==> config.mk <==
export PLATFORM = sky130hd
export DESIGN_NAME = knn_vote_collector
export DESIGN_NICKNAME = d
export VERILOG_FILES = /design/src/rtl/knn_vote_collector.sv
export SDC_FILE = /design/constraint.sdc
export NUM_CORES = 1
export LEC_CHECK = 0
export ABC_AREA = 1
export CORE_MARGIN = 1.5
export CORE_UTILIZATION = 50
export CTS_CLUSTER_DIAMETER = 60
export CTS_CLUSTER_SIZE = 28
export DETAILED_ROUTE_END_ITERATION = 10
export HOLD_SLACK_MARGIN = 0.06
export PLACE_DENSITY_LB_ADDON = 0.08
export SYNTH_ARGS = -nofsm -noshare
export SYNTH_HDL_FRONTEND = slang
export SYNTH_SLANG_ARGS = --single-unit
==> constraint.sdc <==
create_clock -name clk -period 27.2 [get_ports clk]
set_clock_uncertainty 0.05 [all_clocks]
set_input_delay 5.44 -clock clk [delete_from_list [all_inputs] [get_ports clk]]
set_output_delay 5.44 -clock clk [all_outputs]
set_load 0.05 [all_outputs]
==> src/rtl/knn_vote_collector.sv <==
// KNN vote collector: keeps the K nearest labelled distances of a query in a sorted
// insertion register, then majority-votes the retained labels into one result.
module knn_vote_collector #(
   parameter int K         = 3,
   parameter int W         = 32,
   parameter int NUM_TYPES = 4
) (
   input  logic         clk,
   input  logic         rst,
   input  logic         start,
   input  logic         in_valid,
   output logic         in_ready,
   input  logic [W-1:0] in_distance,
   input  logic [W-1:0] in_type,
   input  logic         in_last,
   output logic         result_valid,
   input  logic         result_ready,
   output logic [W-1:0] result_type,
   output logic [3:0]   result_count,
   output logic [W-1:0] result_min_distance,
   output logic         busy
);

   typedef enum logic [1:0] {IDLE, COLLECT, VOTE, DONE} state_t;

   state_t       state;
   logic [W-1:0] slot_dist [K];
   logic [W-1:0] slot_type [K];
   logic [K-1:0] slot_valid;
   logic [3:0]   vote_cnt  [NUM_TYPES];

   logic [K-1:0] gt;
   logic [W-1:0] nxt_dist  [K];
   logic [W-1:0] nxt_type  [K];
   logic [K-1:0] nxt_valid;
   logic [3:0]   cnt_c     [NUM_TYPES];
   logic [W-1:0] win_type;
   logic [3:0]   win_cnt;

   // gt is monotonic because slots stay sorted and valid entries are contiguous, so the
   // first set bit marks the insertion point; equal distances land behind older entries.
   always_comb begin
      for (int unsigned i = 0; i < K; i++) begin
         gt[i]        = !slot_valid[i] || (slot_dist[i] > in_distance);
         nxt_dist[i]  = slot_dist[i];
         nxt_type[i]  = slot_type[i];
         nxt_valid[i] = slot_valid[i];
      end
      if (gt[0]) begin
         nxt_dist[0]  = in_distance;
         nxt_type[0]  = in_type;
         nxt_valid[0] = 1'b1;
      end
      for (int unsigned i = 1; i < K; i++) begin
         if (gt[i] && gt[i-1]) begin
            nxt_dist[i]  = slot_dist[i-1];
            nxt_type[i]  = slot_type[i-1];
            nxt_valid[i] = slot_valid[i-1];
         end else if (gt[i]) begin
            nxt_dist[i]  = in_distance;
            nxt_type[i]  = in_type;
            nxt_valid[i] = 1'b1;
         end
      end
   end

   always_comb begin
      for (int unsigned c = 0; c < NUM_TYPES; c++) begin
         cnt_c[c] = '0;
         for (int unsigned i = 0; i < K; i++)
            if (slot_valid[i] && slot_type[i] == W'(c))
               cnt_c[c] = cnt_c[c] + 4'd1;
      end
   end

   // Scanning slots nearest-first with a strict compare resolves ties to the nearest slot.
   always_comb begin
      win_type = '0;
      win_cnt  = '0;
      for (int unsigned i = 0; i < K; i++)
         for (int unsigned c = 0; c < NUM_TYPES; c++)
            if (slot_valid[i] && slot_type[i] == W'(c) && vote_cnt[c] > win_cnt) begin
               win_cnt  = vote_cnt[c];
               win_type = W'(c);
            end
   end

   always_ff @(posedge clk) begin
      if (rst) begin
         state               <= IDLE;
         in_ready            <= 1'b0;
         result_valid        <= 1'b0;
         result_type         <= '0;
         result_count        <= '0;
         result_min_distance <= '0;
         busy                <= 1'b0;
         slot_valid          <= '0;
         for (int unsigned i = 0; i < K; i++) begin
            slot_dist[i] <= '0;
            slot_type[i] <= '0;
         end
         for (int unsigned c = 0; c < NUM_TYPES; c++)
            vote_cnt[c] <= '0;
      end else begin
         case (state)
            IDLE: begin
               if (start) begin
                  state      <= COLLECT;
                  in_ready   <= 1'b1;
                  busy       <= 1'b1;
                  slot_valid <= '0;
               end
            end
            COLLECT: begin
               if (in_valid && in_ready) begin
                  slot_dist  <= nxt_dist;
                  slot_type  <= nxt_type;
                  slot_valid <= nxt_valid;
                  if (in_last) begin
                     state    <= VOTE;
                     in_ready <= 1'b0;
                  end
               end
            end
            VOTE: begin
               vote_cnt <= cnt_c;
               state    <= DONE;
            end
            DONE: begin
               if (!result_valid) begin
                  result_valid        <= 1'b1;
                  result_type         <= win_type;
                  result_count        <= win_cnt;
                  result_min_distance <= slot_dist[0];
               end else if (result_ready) begin
                  result_valid <= 1'b0;
                  busy         <= 1'b0;
                  state        <= IDLE;
               end
            end
            default: state <= IDLE;
         endcase
      end
   end

endmodule

==> results of run 1 <==
[cell usage after synthesis, types with 3 or more instances]
master,count,area (um2)
o2111ai_1,3,26.3
nor3_1,13,65.1
a211oi_1,7,52.6
xnor2_1,3,26.3
a31oi_1,6,37.5
a21oi_2,3,26.3
o21ai_0,257,1290
nor2_1,183,687
a21oi_1,238,1190
o21ai_2,8,70.1
nand2_1,173,649
nor2_2,4,25.0
nand2_2,18,113
a21boi_0,3,22.5
inv_1,169,634
o21bai_1,8,60.1
a21o_1,3,22.5
dfxtp_1,249,4980
nand3_2,3,30.0
buf_1,12,45.0
clkbuf_1,91,342
nand3_1,43,215
ha_1,140,1750
buf_4,31,233
nor2_4,5,56.3
clkinv_1,3,11.3
nand4_1,22,138
inv_2,4,15.0
or2_1,3,18.8
o211ai_1,7,52.6
nor4_1,15,93.8
o22ai_1,128,801
[routing by layer]
metal	vias to the layer above	wire (um)
li1	6601	-
met1	6059	17700
met2	312	17900
met3	67	1610
met4	2	1130
met5	-	13
[final timing paths]
path                             endpoint  slack [ps]                        from
max reg2reg  result_count[1]$_SDFFE_PP0P_       13930  slot_type[76]$_SDFFE_PP0P_
min reg2reg    slot_type[69]$_SDFFE_PP0P_         420  slot_type[69]$_SDFFE_PP0P_
min            slot_type[69]$_SDFFE_PP0P_         420  slot_type[69]$_SDFFE_PP0P_
max          result_count[1]$_SDFFE_PP0P_       13930  slot_type[76]$_SDFFE_PP0P_
[metrics by stage]
step	hold slack, ps	setup WS, ps	total power (uW)	cell area, um2
3_5_place_dp	407	14100	916	15200
3_3_place_gp	401	14770	908	15200
5_1_grt	454	12380	1340	16100
6_report	417	13930	1260	16100
4_1_cts	419	14040	1270	16100
2_1_floorplan	386	15730	784	14200
[cell type report]
class / instances / area, um2 / area share [%]
Multi-Input combinational cell: 1352 / 7930 / 49.4
Timing Repair Buffer: 120 / 1170 / 7.31
Inverter: 177 / 668 / 4.16
Sequential cell: 249 / 4980 / 31.1
Clock buffer: 25 / 603 / 3.76
Clock inverter: 16 / 218 / 1.36
Tap cell: 378 / 473 / 2.95
[state kept, by name, indices dropped and copies added (netlist names)]
name / flops
busy: 1
in_ready: 1
result_count: 3
result_min_distance: 32
result_type: 2
result_valid: 1
slot_dist: 96
slot_type: 96
slot_valid: 3
state: 2
vote_cnt: 12
[critical path, delay by kind of cell, from the launching register on]
kind | cells | cell delay (ps)
simple gates | 43 | 4880
flops | 1 | 340
compound gates | 24 | 3290
fa+ha+maj | 11 | 3250
buf+inv | 17 | 1280
[cells by family after synthesis]
group | Yosys count | share of synthesized area [%]
compound gates | 681 | 26.5
simple gates | 496 | 16.1
buf+inv | 312 | 9.18
flops | 249 | 35.5
fa+ha+maj | 140 | 12.5
xor+xnor | 4 | 0.249
other cells | 1 | 0.0267
[power by group]
part | internal, uW | switching (uW)
clock network | 182 | 168
logic | 156 | 310
registers | 408 | 37.0
total | 746 | 515
==> results.py, run 1 <==
metrics = {
    "critical_path": {
        "startpoint_type": "flop",
        "cp.required_ps": 27540,
        "critPathMaxFanout": 8,
        "cp.arrival_ps": 13610,
        "reg2regPathDepth": 95,
        "slowest_delay_ps": 340,
        "crit_top_cell": "inv_1",
        "critical-path-slowest-cell": "dfxtp_1",
        "end_kind": "flop",
        "worstSetupPathType": "flop to flop",
    },
    "drt": {
        "vias": 13041,
        "vias_per_cell": 5.63,
        "wl_per_cell_um": 16.6,
        "drtIter0Drc": 1014,
        "first_pass_iters": 5,
        "antenna_left": 0,
        "drc": 0,
        "totalWireLength_um": 38400,
    },
    "floorplan": {
        "coreArea_um2": 27700,
        "die_x_um": 171,
        "die_area_um2": 29100,
        "die_h_um": 171,
        "io_pins": 141,
        "start_util_pct": 50.7,
        "rows": 61,
    },
    "yosys": {
        "synth_warnings": 0,
        "synth.avg_cell_area_um2": 7.46,
        "synth_edf_count": 0,
        "async_flop_share_pct": 0,
        "netlist_instances": 1883,
        "synth-seq-cells": 249,
        "ys_seq_area_share_pct": 35.5,
        "syn-cell-area_um2": 14000,
        "ys.flop_type": "dfxtp_1",
        "ys_types": 55,
    },
    "clock_network": {
        "cts-root-buf": "clkbuf_16",
        "cts_resized": 0,
        "post_cts_buffers": 0,
        "ctsHoldBuffers": 0,
        "cts_max_path_buffers": 3,
        "worstSkewPairLatency_ps": 530,
        "htreeDepth": 1,
        "cts-buffers-inserted": 23,
        "cts_tree": "done",
        "clk_pin_slew_ps": 90,
        "cts.sinks": 249,
    },
    "timing": {
        "worst_pin_slew_ps": 1100,
        "maxSlewHeadroom_pct": 26.2,
        "drv_slew": 0,
        "tns_ps": 0,
        "finalCriticalPeriod_ps": 13270,
        "setup-violations-final": 0,
        "finalCritPeriodShare_pct": 48.8,
        "max_freq_ghz": 0.0753,
        "hold_viol_final": 0,
        "rsz0062_at_grt": "false",
    },
    "final_layout": {
        "area_growth_pct": 14.3,
        "drive_above_1_share_pct": 5.98,
        "fin_cells": 2317,
        "fillers": 2694,
        "diodes": 0,
        "layout_common_cells": "o21ai_0 (257), dfxtp_1 (249), a21oi_1 (236)",
        "final_nets": 2133,
        "finish.utilization_pct": 57.9,
        "layout_commonest_cell": "o21ai_0",
    },
    "placement": {
        "dp_cells": 2276,
        "port_buffers": 109,
        "dp_hpwl_um": 25600,
        "routabilityCongestion": 0.917,
    },
    "global_route": {
        "grt_use_met3_pct": 2.89,
        "grt.total_usage_pct": 26.3,
        "grt-ovfl-total": 0,
        "grt_pass1_wl_um": 62300,
        "grtUsageMet2_pct": 44.2,
        "grt_pass1_vias": 12165,
        "met1_usage_pct": 35.4,
        "grt_max_degree": 121,
        "grt_antenna_before_repair": 1,
        "busiest_layer": "met2",
    },
    "worst_hold_path": {
        "hold_class": "flop to flop",
        "min_path_cells": 2,
    },
    "pwr": {
        "powerDensity_nw_per_um2": 78.6,
        "cellLeakagePower_uw": 0.00706,
        "ir_drop_mv": 0.0475,
    },
    "run": {
        "drv_cap": 0,
    },
    "outcome": {
        "outcome": "finished clean",
    },
}
Power figures use the tool's default switching activity.
==> inputs of run 2 (changes only) <==
==> constraint.sdc (replaced) <==
create_clock -name clk -period 12.6 [get_ports clk]
set_clock_uncertainty 0.05 [all_clocks]
set_input_delay 2.52 -clock clk [delete_from_list [all_inputs] [get_ports clk]]
set_output_delay 2.52 -clock clk [all_outputs]
set_load 0.05 [all_outputs]
==> run 2 against run 1 <==
The flow now finishes with violations (negative setup slack); critical endpoint is now result_count[2]$_SDFFE_PP0P_; utilization grew 2.6 points; non-clock buffer count grew 39; total power grew 130%; clock power grew 140%; cell area grew 4.5%.
==> results.py, run 2 (synthesis gave the netlist of run 1 again) <==
metrics = {
    "pwr": {
        "ir_drop_mv": 0.115,
        "cellLeakagePower_uw": 0.00732,
        "powerDensity_nw_per_um2": 174,
    },
    "clock_network": {
        "worstSkewPairLatency_ps": 550,
        "clk_pin_slew_ps": 70,
        "ctsHoldBuffers": 0,
        "cts-root-buf": "clkbuf_16",
        "cts-buffers-inserted": 25,
        "cts_max_path_buffers": 3,
        "cts_tree": "done",
        "htreeDepth": 1,
        "cts.sinks": 249,
    },
    "floorplan": {
        "coreArea_um2": 27700,
        "io_pins": 141,
        "start_util_pct": 50.7,
        "die_x_um": 171,
        "die_h_um": 171,
        "die_area_um2": 29100,
        "rows": 61,
    },
    "worst_hold_path": {
        "min_from": "slot_type[69]$_SDFFE_PP0P_",
        "hold_class": "flop to flop",
        "whs_endpoint": "slot_type[69]$_SDFFE_PP0P_",
        "min_path_cells": 2,
    },
    "critical_path": {
        "critical-path-slowest-cell": "ha_1",
        "end_kind": "flop",
        "cp.arrival_ps": 13070,
        "startpoint": "slot_type[88]$_SDFFE_PP0P_",
        "startpoint_type": "flop",
        "crit_top_cell": "nand2_2",
        "reg2regPathDepth": 98,
        "critPathMaxFanout": 8,
        "reg2reg_slack_ps": -130,
        "reg2reg_to": "result_count[2]$_SDFFE_PP0P_",
        "r2r-start": "slot_type[88]$_SDFFE_PP0P_",
        "slowest_delay_ps": 340,
        "worstSetupPathType": "flop to flop",
        "cp.required_ps": 12940,
    },
    "final_layout": {
        "layout_common_cells": "o21ai_0 (253), dfxtp_1 (246), a21oi_1 (230)",
        "fillers": 2581,
        "seq_area_um2": 4990,
        "area_growth_pct": 19.4,
        "finish.utilization_pct": 60.5,
        "multi_input_comb_area_um2": 8250,
        "largestRegisters": "slot_dist x96, slot_type x96, result_min_distance x32",
        "fin_cells": 2362,
        "layout_commonest_cell": "o21ai_0",
        "drive_above_1_share_pct": 11.7,
        "final_nets": 2174,
        "design_area_um2": 16800,
    },
    "global_route": {
        "grt_antenna_before_repair": 1,
        "grt_pass1_vias": 12220,
        "grt.total_usage_pct": 26.7,
        "grt_pass1_wl_um": 63000,
        "grt-ovfl-total": 0,
        "grt_max_degree": 122,
    },
    "timing": {
        "setup-violations-final": 4,
        "finalCritPeriodShare_pct": 101,
        "max_freq_ghz": 0.0785,
        "worst_pin_slew_ps": 1230,
        "postLayoutSetupSlackWorst_ps": -132,
        "hold_viol_final": 0,
        "drv_slew": 0,
        "maxSlewHeadroom_pct": 17.9,
        "rsz0062_at_grt": "true",
        "holdWs_ps": 417,
        "finalCriticalPeriod_ps": 12730,
    },
    "placement": {
        "placed_area_um2": 15300,
        "port_buffers": 109,
        "routabilityCongestion": 0.891,
        "dp_cells": 2279,
        "dp_hpwl_um": 26300,
    },
    "drt": {
        "drtIter0Drc": 1027,
        "drc": 0,
        "totalWireLength_um": 40500,
        "vias": 13348,
        "antenna_left": 0,
        "vias_per_cell": 5.65,
        "first_pass_iters": 5,
        "wl_per_cell_um": 17.1,
    },
    "run": {
        "drv_cap": 0,
    },
    "outcome": {
        "failed_checks": "negative setup slack",
        "outcome": "finished, violations left",
    },
}
## run 2: changes by cell type in the layout (fill, tap and decap cells not counted), moves of 6 or more
| cell | change |
|---|---|
| buf_4 | +37 |
| nand2_1 | -18 |
| inv_1 | -15 |
| inv_2 | +15 |
| nand2_2 | +14 |
| ha_1 | -10 |
| ha_4 | +8 |
| nor2_1 | -7 |
| a21oi_1 | -6 |
| a21oi_2 | +6 |
| nand3_1 | -6 |
| nor2_2 | +6 |
## run 2: layer usage
metal / wire, um / track usage, %
met5: 17 / 0
met4: 1070 / 8.12
met3: 1900 / 3.35
met2: 19300 / 45.4
met1: 18200 / 35.2
## run 2: worst max-delay path by stage
stage,slack [ps],to,cells after the start
6_report,-130,result_count[2]$_SDFFE_PP0P_,98
5_1_grt,-940,result_count[2]$_SDFFE_PP0P_,100
4_1_cts,3,result_count[2]$_SDFFE_PP0P_,100
3_5_place_dp,-280,result_count[1]$_SDFFE_PP0P_,99
3_3_place_gp,200,result_count[2]$_SDFFE_PP0P_,99
2_1_floorplan,1130,result_count[1]$_SDFFE_PP0P_,99
## run 2: where the power goes
part           internal (uW)  total, uW  switching [uW]  leakage (uW)
Sequential               881        964            82.4       0.00202
Combinational            398       1120             721       0.00486
Clock                    453        834             381      0.000450
Total                   1730       2920            1190       0.00732
## run 2: layout make-up
| cell class | instances | area share, % |
|---|---|---|
| multi-input combinational | 1352 | 49.2 |
| clock buffer | 26 | 3.75 |
| antenna | 1 | 0.0149 |
| timing repair buffer | 159 | 8.79 |
| tap | 378 | 2.82 |
| inverter | 177 | 3.98 |
| clock inverter | 20 | 1.72 |
| sequential | 249 | 29.7 |
## run 2: repair_timing
action                     CTS  global route
setup endpoints to repair    5             5
pin swaps                    1            78
buffers inserted             1            35
gates resized for setup      7            84
## run 2: critical path, delay by kind of cell (launching register included)
| family | cells | cell delay, ps |
|---|---|---|
| and+or+nand+nor | 47 | 4770 |
| adders and majority gates | 11 | 3210 |
| AOI/OAI and AO/OA | 24 | 3110 |
| buffers and inverters | 16 | 1070 |
| DFF | 1 | 330 |
## run 2: through the flow
step	setup WS (ps)	TNS (ps)	power [uW]
floorplan	1130	0	1690
detailed placement	-277	-967	1980
global route	-940	-4310	3070
finish	-132	-352	2920
global placement	198	0	1960
CTS	3.04	0	2820
